<file path="src/rtl/store_align_buffer_if.sv">
// Bus bundle for store_align_buffer: pipeline store/load slot, stall and
// hazard feedback, and the data memory write port with its req/ack handshake.
interface store_align_buffer_if #(
    parameter int DEPTH = 4
);
    localparam int CNT_W = $clog2(DEPTH) + 1;

    // Pipeline side
    logic             halt;
    logic             bubble_in;
    logic             is_store;
    logic             is_load;
    logic [4:0]       opcode;
    logic [31:0]      addr;
    logic [31:0]      store_data;
    logic             stall;
    logic             load_hazard;

    // Data memory write port
    logic             mem_req;
    logic [31:0]      mem_addr;
    logic [31:0]      mem_wdata;
    logic [3:0]       mem_be;
    logic             mem_ack;

    // Status
    logic             empty;
    logic [CNT_W-1:0] count;

    // Driver of the pipeline slot and the memory acknowledge
    modport master (
        output halt, bubble_in, is_store, is_load, opcode, addr, store_data, mem_ack,
        input  stall, load_hazard, mem_req, mem_addr, mem_wdata, mem_be, empty, count
    );

    // The store buffer itself
    modport slave (
        input  halt, bubble_in, is_store, is_load, opcode, addr, store_data, mem_ack,
        output stall, load_hazard, mem_req, mem_addr, mem_wdata, mem_be, empty, count
    );
endinterface

</file>
<file path="src/rtl/store_align_buffer.sv">
// Store alignment buffer: turns byte/halfword/word stores into word-aligned
// writes with byte enables, queues them in a DEPTH-entry FIFO and drains the
// head entry to data memory over req/ack. Raises stall when a store meets a
// full queue and load_hazard when a load hits the word of a pending store.
module store_align_buffer #(
    parameter int DEPTH = 4
) (
    input  logic                 clk,
    input  logic                 rst,
    store_align_buffer_if.slave  bus
);
    localparam int PTR_W = $clog2(DEPTH);
    localparam int CNT_W = PTR_W + 1;

    // Queue state
    logic [PTR_W-1:0] head_reg;
    logic [PTR_W-1:0] tail_reg;
    logic [CNT_W-1:0] count_reg;
    logic [DEPTH-1:0] valid_reg;

    // Entry payload; only ever read behind a valid bit, so it needs no reset
    logic [29:0]      entry_word_reg [DEPTH];
    logic [31:0]      entry_data_reg [DEPTH];
    logic [3:0]       entry_be_reg   [DEPTH];

    // Aligned form of the incoming store
    logic             op_in_range;
    logic [3:0]       align_be;
    logic [31:0]      align_data;

    logic             full;
    logic             store_slot;
    logic             enq;
    logic             pop;
    logic [DEPTH-1:0] hit;

    // Lane alignment: pick byte enables and shift data into its lanes from
    // the opcode size class and the low address bits
    always_comb begin
        op_in_range = (bus.opcode >= 5'd3) && (bus.opcode <= 5'd11);
        align_be    = 4'b0000;
        align_data  = 32'h0000_0000;
        if (bus.opcode <= 5'd5) begin
            align_be   = 4'b1111;
            align_data = bus.store_data;
        end else if (bus.opcode <= 5'd8) begin
            case (bus.addr[1:0])
                2'b00: begin
                    align_be   = 4'b0011;
                    align_data = {16'h0000, bus.store_data[15:0]};
                end
                2'b01: begin
                    align_be   = 4'b0110;
                    align_data = {8'h00, bus.store_data[15:0], 8'h00};
                end
                default: begin
                    align_be   = 4'b1100;
                    align_data = {bus.store_data[15:0], 16'h0000};
                end
            endcase
        end else begin
            align_be   = 4'b0001 << bus.addr[1:0];
            align_data = {24'h000000, bus.store_data[7:0]} << {bus.addr[1:0], 3'b000};
        end
    end

    // Full is judged on the registered count, so a same-cycle pop never
    // makes room for a store in that cycle
    assign full       = (count_reg == CNT_W'(DEPTH));
    assign store_slot = bus.is_store && !bus.bubble_in && op_in_range;
    assign enq        = store_slot && !bus.halt && !full;
    assign pop        = bus.mem_req && bus.mem_ack;

    // Per-entry word match against the load address
    generate
        for (genvar gi = 0; gi < DEPTH; gi++) begin : g_hit
            assign hit[gi] = valid_reg[gi] && (entry_word_reg[gi] == bus.addr[31:2]);
        end
    endgenerate

    assign bus.stall       = store_slot && full;
    assign bus.load_hazard = bus.is_load && !bus.bubble_in && (|hit);

    // Head entry presented to memory; forced to zero when nothing is pending
    assign bus.mem_req   = (count_reg != '0);
    assign bus.mem_addr  = bus.mem_req ? {entry_word_reg[head_reg], 2'b00} : 32'h0000_0000;
    assign bus.mem_wdata = bus.mem_req ? entry_data_reg[head_reg] : 32'h0000_0000;
    assign bus.mem_be    = bus.mem_req ? entry_be_reg[head_reg] : 4'b0000;
    assign bus.empty     = (count_reg == '0);
    assign bus.count     = count_reg;

    // Pointer and occupancy update; pointers wrap naturally at DEPTH
    always_ff @(posedge clk or posedge rst) begin
        if (rst) begin
            head_reg  <= '0;
            tail_reg  <= '0;
            count_reg <= '0;
        end else begin
            if (enq) begin
                tail_reg <= tail_reg + PTR_W'(1);
            end
            if (pop) begin
                head_reg <= head_reg + PTR_W'(1);
            end
            if (enq && !pop) begin
                count_reg <= count_reg + CNT_W'(1);
            end else if (pop && !enq) begin
                count_reg <= count_reg - CNT_W'(1);
            end
        end
    end

    // Valid bits: set at the tail on enqueue, cleared at the head on pop.
    // Both cannot target the same slot: that would need a full queue,
    // where enqueue is blocked.
    always_ff @(posedge clk or posedge rst) begin
        if (rst) begin
            valid_reg <= '0;
        end else begin
            for (int i = 0; i < DEPTH; i++) begin
                if (enq && (tail_reg == PTR_W'(i))) begin
                    valid_reg[i] <= 1'b1;
                end else if (pop && (head_reg == PTR_W'(i))) begin
                    valid_reg[i] <= 1'b0;
                end
            end
        end
    end

    // Payload write at the tail slot on enqueue
    always_ff @(posedge clk) begin
        if (enq) begin
            entry_word_reg[tail_reg] <= bus.addr[31:2];
            entry_data_reg[tail_reg] <= align_data;
            entry_be_reg[tail_reg]   <= align_be;
        end
    end
endmodule

</file>
<file path="src/flat_wrapper.sv">
// flat-port wrapper written by rule: the top's interface ports become plain ports
module store_align_buffer_flat 
#(
    parameter int DEPTH = 4
)
  (clk, rst, bus_halt, bus_bubble_in, bus_is_store, bus_is_load, bus_opcode, bus_addr, bus_store_data, bus_mem_ack, bus_stall, bus_load_hazard, bus_mem_req, bus_mem_addr, bus_mem_wdata, bus_mem_be, bus_empty, bus_count);
  store_align_buffer_if #(.DEPTH(DEPTH)) bus_i ();
  input  logic clk;
  input  logic rst;
  input wire logic [$bits(bus_i.halt)-1:0] bus_halt;
  input wire logic [$bits(bus_i.bubble_in)-1:0] bus_bubble_in;
  input wire logic [$bits(bus_i.is_store)-1:0] bus_is_store;
  input wire logic [$bits(bus_i.is_load)-1:0] bus_is_load;
  input wire logic [$bits(bus_i.opcode)-1:0] bus_opcode;
  input wire logic [$bits(bus_i.addr)-1:0] bus_addr;
  input wire logic [$bits(bus_i.store_data)-1:0] bus_store_data;
  input wire logic [$bits(bus_i.mem_ack)-1:0] bus_mem_ack;
  output wire logic [$bits(bus_i.stall)-1:0] bus_stall;
  output wire logic [$bits(bus_i.load_hazard)-1:0] bus_load_hazard;
  output wire logic [$bits(bus_i.mem_req)-1:0] bus_mem_req;
  output wire logic [$bits(bus_i.mem_addr)-1:0] bus_mem_addr;
  output wire logic [$bits(bus_i.mem_wdata)-1:0] bus_mem_wdata;
  output wire logic [$bits(bus_i.mem_be)-1:0] bus_mem_be;
  output wire logic [$bits(bus_i.empty)-1:0] bus_empty;
  output wire logic [$bits(bus_i.count)-1:0] bus_count;
  assign bus_i.halt = bus_halt;
  assign bus_i.bubble_in = bus_bubble_in;
  assign bus_i.is_store = bus_is_store;
  assign bus_i.is_load = bus_is_load;
  assign bus_i.opcode = bus_opcode;
  assign bus_i.addr = bus_addr;
  assign bus_i.store_data = bus_store_data;
  assign bus_i.mem_ack = bus_mem_ack;
  assign bus_stall = bus_i.stall;
  assign bus_load_hazard = bus_i.load_hazard;
  assign bus_mem_req = bus_i.mem_req;
  assign bus_mem_addr = bus_i.mem_addr;
  assign bus_mem_wdata = bus_i.mem_wdata;
  assign bus_mem_be = bus_i.mem_be;
  assign bus_empty = bus_i.empty;
  assign bus_count = bus_i.count;
  store_align_buffer #(.DEPTH(DEPTH)) u_core (.clk(clk), .rst(rst), .bus(bus_i));
endmodule
</file>
<file path="config.mk">
export PLATFORM = sky130hd
export DESIGN_NAME = store_align_buffer_flat
export DESIGN_NICKNAME = d
export VERILOG_FILES = /design/src/rtl/store_align_buffer_if.sv /design/src/rtl/store_align_buffer.sv /design/src/flat_wrapper.sv
export SDC_FILE = /design/constraint.sdc
export NUM_CORES = 1
export LEC_CHECK = 0
export ABC_CLOCK_PERIOD_IN_PS = 3900
export BUFFER_PORTS_ARGS = -buffer_cell sky130_fd_sc_hd__buf_4
export CAP_MARGIN = 20
export CORE_MARGIN = 5
export CORE_UTILIZATION = 45
export DETAILED_ROUTE_END_ITERATION = 6
export SLEW_MARGIN = 10
export SYNTH_ARGS = -nofsm -noshare
export SYNTH_HDL_FRONTEND = slang
export SYNTH_SLANG_ARGS = --single-unit
export TNS_END_PERCENT = 100
</file>
<file path="constraint.sdc">
create_clock -name clk -period 3.9 [get_ports clk]
set_input_delay 0.39 -clock clk [delete_from_list [all_inputs] [get_ports clk]]
set_output_delay 0.39 -clock clk [all_outputs]
set_load 0.05 [all_outputs]
</file>
==> impl_results.md <==
- Run status: finished clean
- Top_reg_cell synth: edfxtp_1
- Crit. End Element: primary output
- Detailed Place HPWL: 20.8 mm
- Vias per inst: 5.49
- Slew Viols, Final: 0
- WP data required: 3510 ps
- Post-route setup slack: 823 ps
- WP buf/inv: 1
- Synth area leader: edfxtp_1
- Final #Nets: 999
- Worst vdd ir: 0.571 mV
- Post-synthesis async set-or-reset flop share: 4.00%
- Synth Warn #: 0
- Worst-Skew Late Latency: 540 ps
- Post-synth EDFFs: 264
- DIE AREA: 31600 um2
- # DRC: 0
- Most frequent cells in the layout: edfxtp_1 (264), buf_4 (157), xnor2_1 (79), and2_1 (69), mux4_2 (66)
- I/O pin count: 151
- 1st-pass router iterations: 5
- Crit-path most repeated cell: nand4_1
- Post-synthesis cell area: 12700 um2
- Max cap viols: 0
- Rel. slew slack: 42.5%
- Antenna violations before repair: 0
- Max clock buf depth: 3
- Initial drt markers: 526
- Vias in the first global route: 7591
- Average size of a mapped cell: 16.4 um2
- CP max stage delay: 440 ps
- Number of inserted diodes: 0
- CTS Buf Count: 30
- RSZ-0062 raised after global routing: false
- Core area: 27800 um2
- Worst-path clk slew: 60 ps
- Placer Congestion: 0.874
- Sequential fraction of the synthesis area: 64.7%
- Root Buffer Master: clkbuf_16
- Area grow syn2layout: 19.5%
- TNS Setup: 0 ps
- Clock sinks: 275
- Leakage: 5.19 nW
- Final wirelength: 30.4 mm
- First-pass GRT wire length: 46.3 mm
- Layout cells sized above 1: 30.2%
- Share of the synthesized area in the top cell type: 62.5%
- Critical Path Fanout Max: 2
- Pre-CTS setup slack: 915 ps
- Total global-route track usage: 19.2%
- Netlist cell types: 37
- Fin cells: 1315
- Port-buffer cells: 148
- Max reg flops: 128
- Most area-consuming cells after synthesis: edfxtp_1 (63%), mux4_2 (12%), xnor2_1 (5.5%)
- Placed insts: 1258
- Cell Chain, Critical Path: xnor2_1, nand4_1, nor4_1, nand4_1, a41oi_1, buf_4
- Crit path time final: 3080 ps
- Die height: 178 um
- CTS tree: built
- Crit Path Class: flop to primary output
- Fmax achieved: 325 MHz
- Tightest Pin Transition: 862 ps
- # setup viols final: 0
- Hold WC Path Type: primary input to flop
- DR vias: 7223
- Crit path DAT: 2690 ps
- Initial Utilization: 45.6%
- Skew final: 12.0 ps
- Startpoint Class: flop
- Finished Cell Area: 15200 um2
- Power per standard cell area: 715 nW/um2
- Largest net degree at the start of global routing: 69
- Post-Syn Instances: 773
- WL per Instance: 23.1 um
- Fin. Hold Viols: 0
- Cell row count: 61
- Flip-flop and latch count after synthesis: 275
- Slowest cell on crit path: xnor2_1
- Final worst path period share: 78.9%
- Commonest non-fill, non-tap cell in the layout: edfxtp_1
- Routed Antenna Nets: 0
- Total gr overflow: 0
- Die width: 178 um
- H-tree Lvls: 1
- Crit path max-delay family: simple AND/OR/NAND/NOR gates
- Post-CTS Setup Inserts: 0
- Placed cell areas: 14200 um2
worst paths after layout:
path	startpoint	depth (start not counted)	end	slack, ps
max in group asynchronous	rst	3	u_core.head_reg[0]	3130
min in group asynchronous	rst	3	u_core.head_reg[0]	420
min	bus_addr[9]	1	u_core.entry_word_reg[0][7]	110
min reg2reg	u_core.valid_reg[3]	1	u_core.valid_reg[3]	520
max	u_core.entry_word_reg[0][6]	6	bus_load_hazard	820
max reg2reg	u_core.bus.count[0]	5	u_core.entry_data_reg[1][18]	1340
metrics by stage:
step	power (mW)	utilization (%)	hold slack [ps]
finish	10.8	54.6	110
global route	11.3	54.6	97.7
CTS	11.0	54.6	87.9
detailed placement	8.15	50.9	437
global placement	8.12	50.9	414
floorplan	6.82	-	242
where the power goes:
part	leakage, nW	switching, mW	total [mW]	internal [mW]
Sequential	2.53	0.175	3.54	3.36
Clock	0.482	1.11	2.81	1.70
Combinational	2.18	2.85	4.49	1.64
Total	5.19	4.13	10.8	6.71
cell families (layout without fill, tap and decap cells):
| group | count (synthesis) | after routing | share of synthesized area, % |
|---|---|---|---|
| DFF | 275 | 275 | 64.7 |
| buffers and inverters | 67 | 230 | 2.53 |
| other | 1 | 2 | 0.0296 |
| and+or+nand+nor | 164 | 164 | 7.55 |
| muxes | 68 | 68 | 11.9 |
| adders and majority gates | 10 | 10 | 1.05 |
| xor gates and xnor gates | 125 | 125 | 8.63 |
| AOI/OAI and AO/OA | 63 | 63 | 3.62 |
metal layers:
layer | track usage, % | wire length (um)
met2 | 32.5 | 15000
met5 | 0 | 0
met4 | 3.32 | 404
met3 | 2.79 | 1780
met1 | 27.1 | 13200
Yosys cell counts (8+ instances only):
| library cell | n |
|---|---|
| a21oi_1 | 9 |
| nand4_1 | 25 |
| nor4_1 | 16 |
| nand2_1 | 15 |
| a32oi_1 | 8 |
| a31oi_1 | 8 |
| and2_1 | 73 |
| buf_2 | 10 |
| edfxtp_1 | 264 |
| nor2_1 | 15 |
| ha_1 | 9 |
| inv_1 | 11 |
| xnor2_1 | 79 |
| clkbuf_1 | 33 |
| o21ai_0 | 12 |
| xor2_1 | 46 |
| nor2b_1 | 9 |
| dfrtp_1 | 11 |
| mux4_2 | 66 |
| a22o_1 | 20 |
| and3_1 | 8 |
final cells by class:
cell class                      instances  area (um2)
Clock buffer                           40         840
Clock inverter                         16         155
Fill cell                            2280       12600
Inverter                               12        45.0
Multi-Input combinational cell        432        4170
Sequential cell                       275        8210
Tap cell                              378         473
Timing Repair Buffer                  162        1270
what timing repair did:
action,CTS,global route
gates resized for setup,0,0
hold buffers,1,0
hold endpoints to repair,11,0
Power figures use the tool's default switching activity.
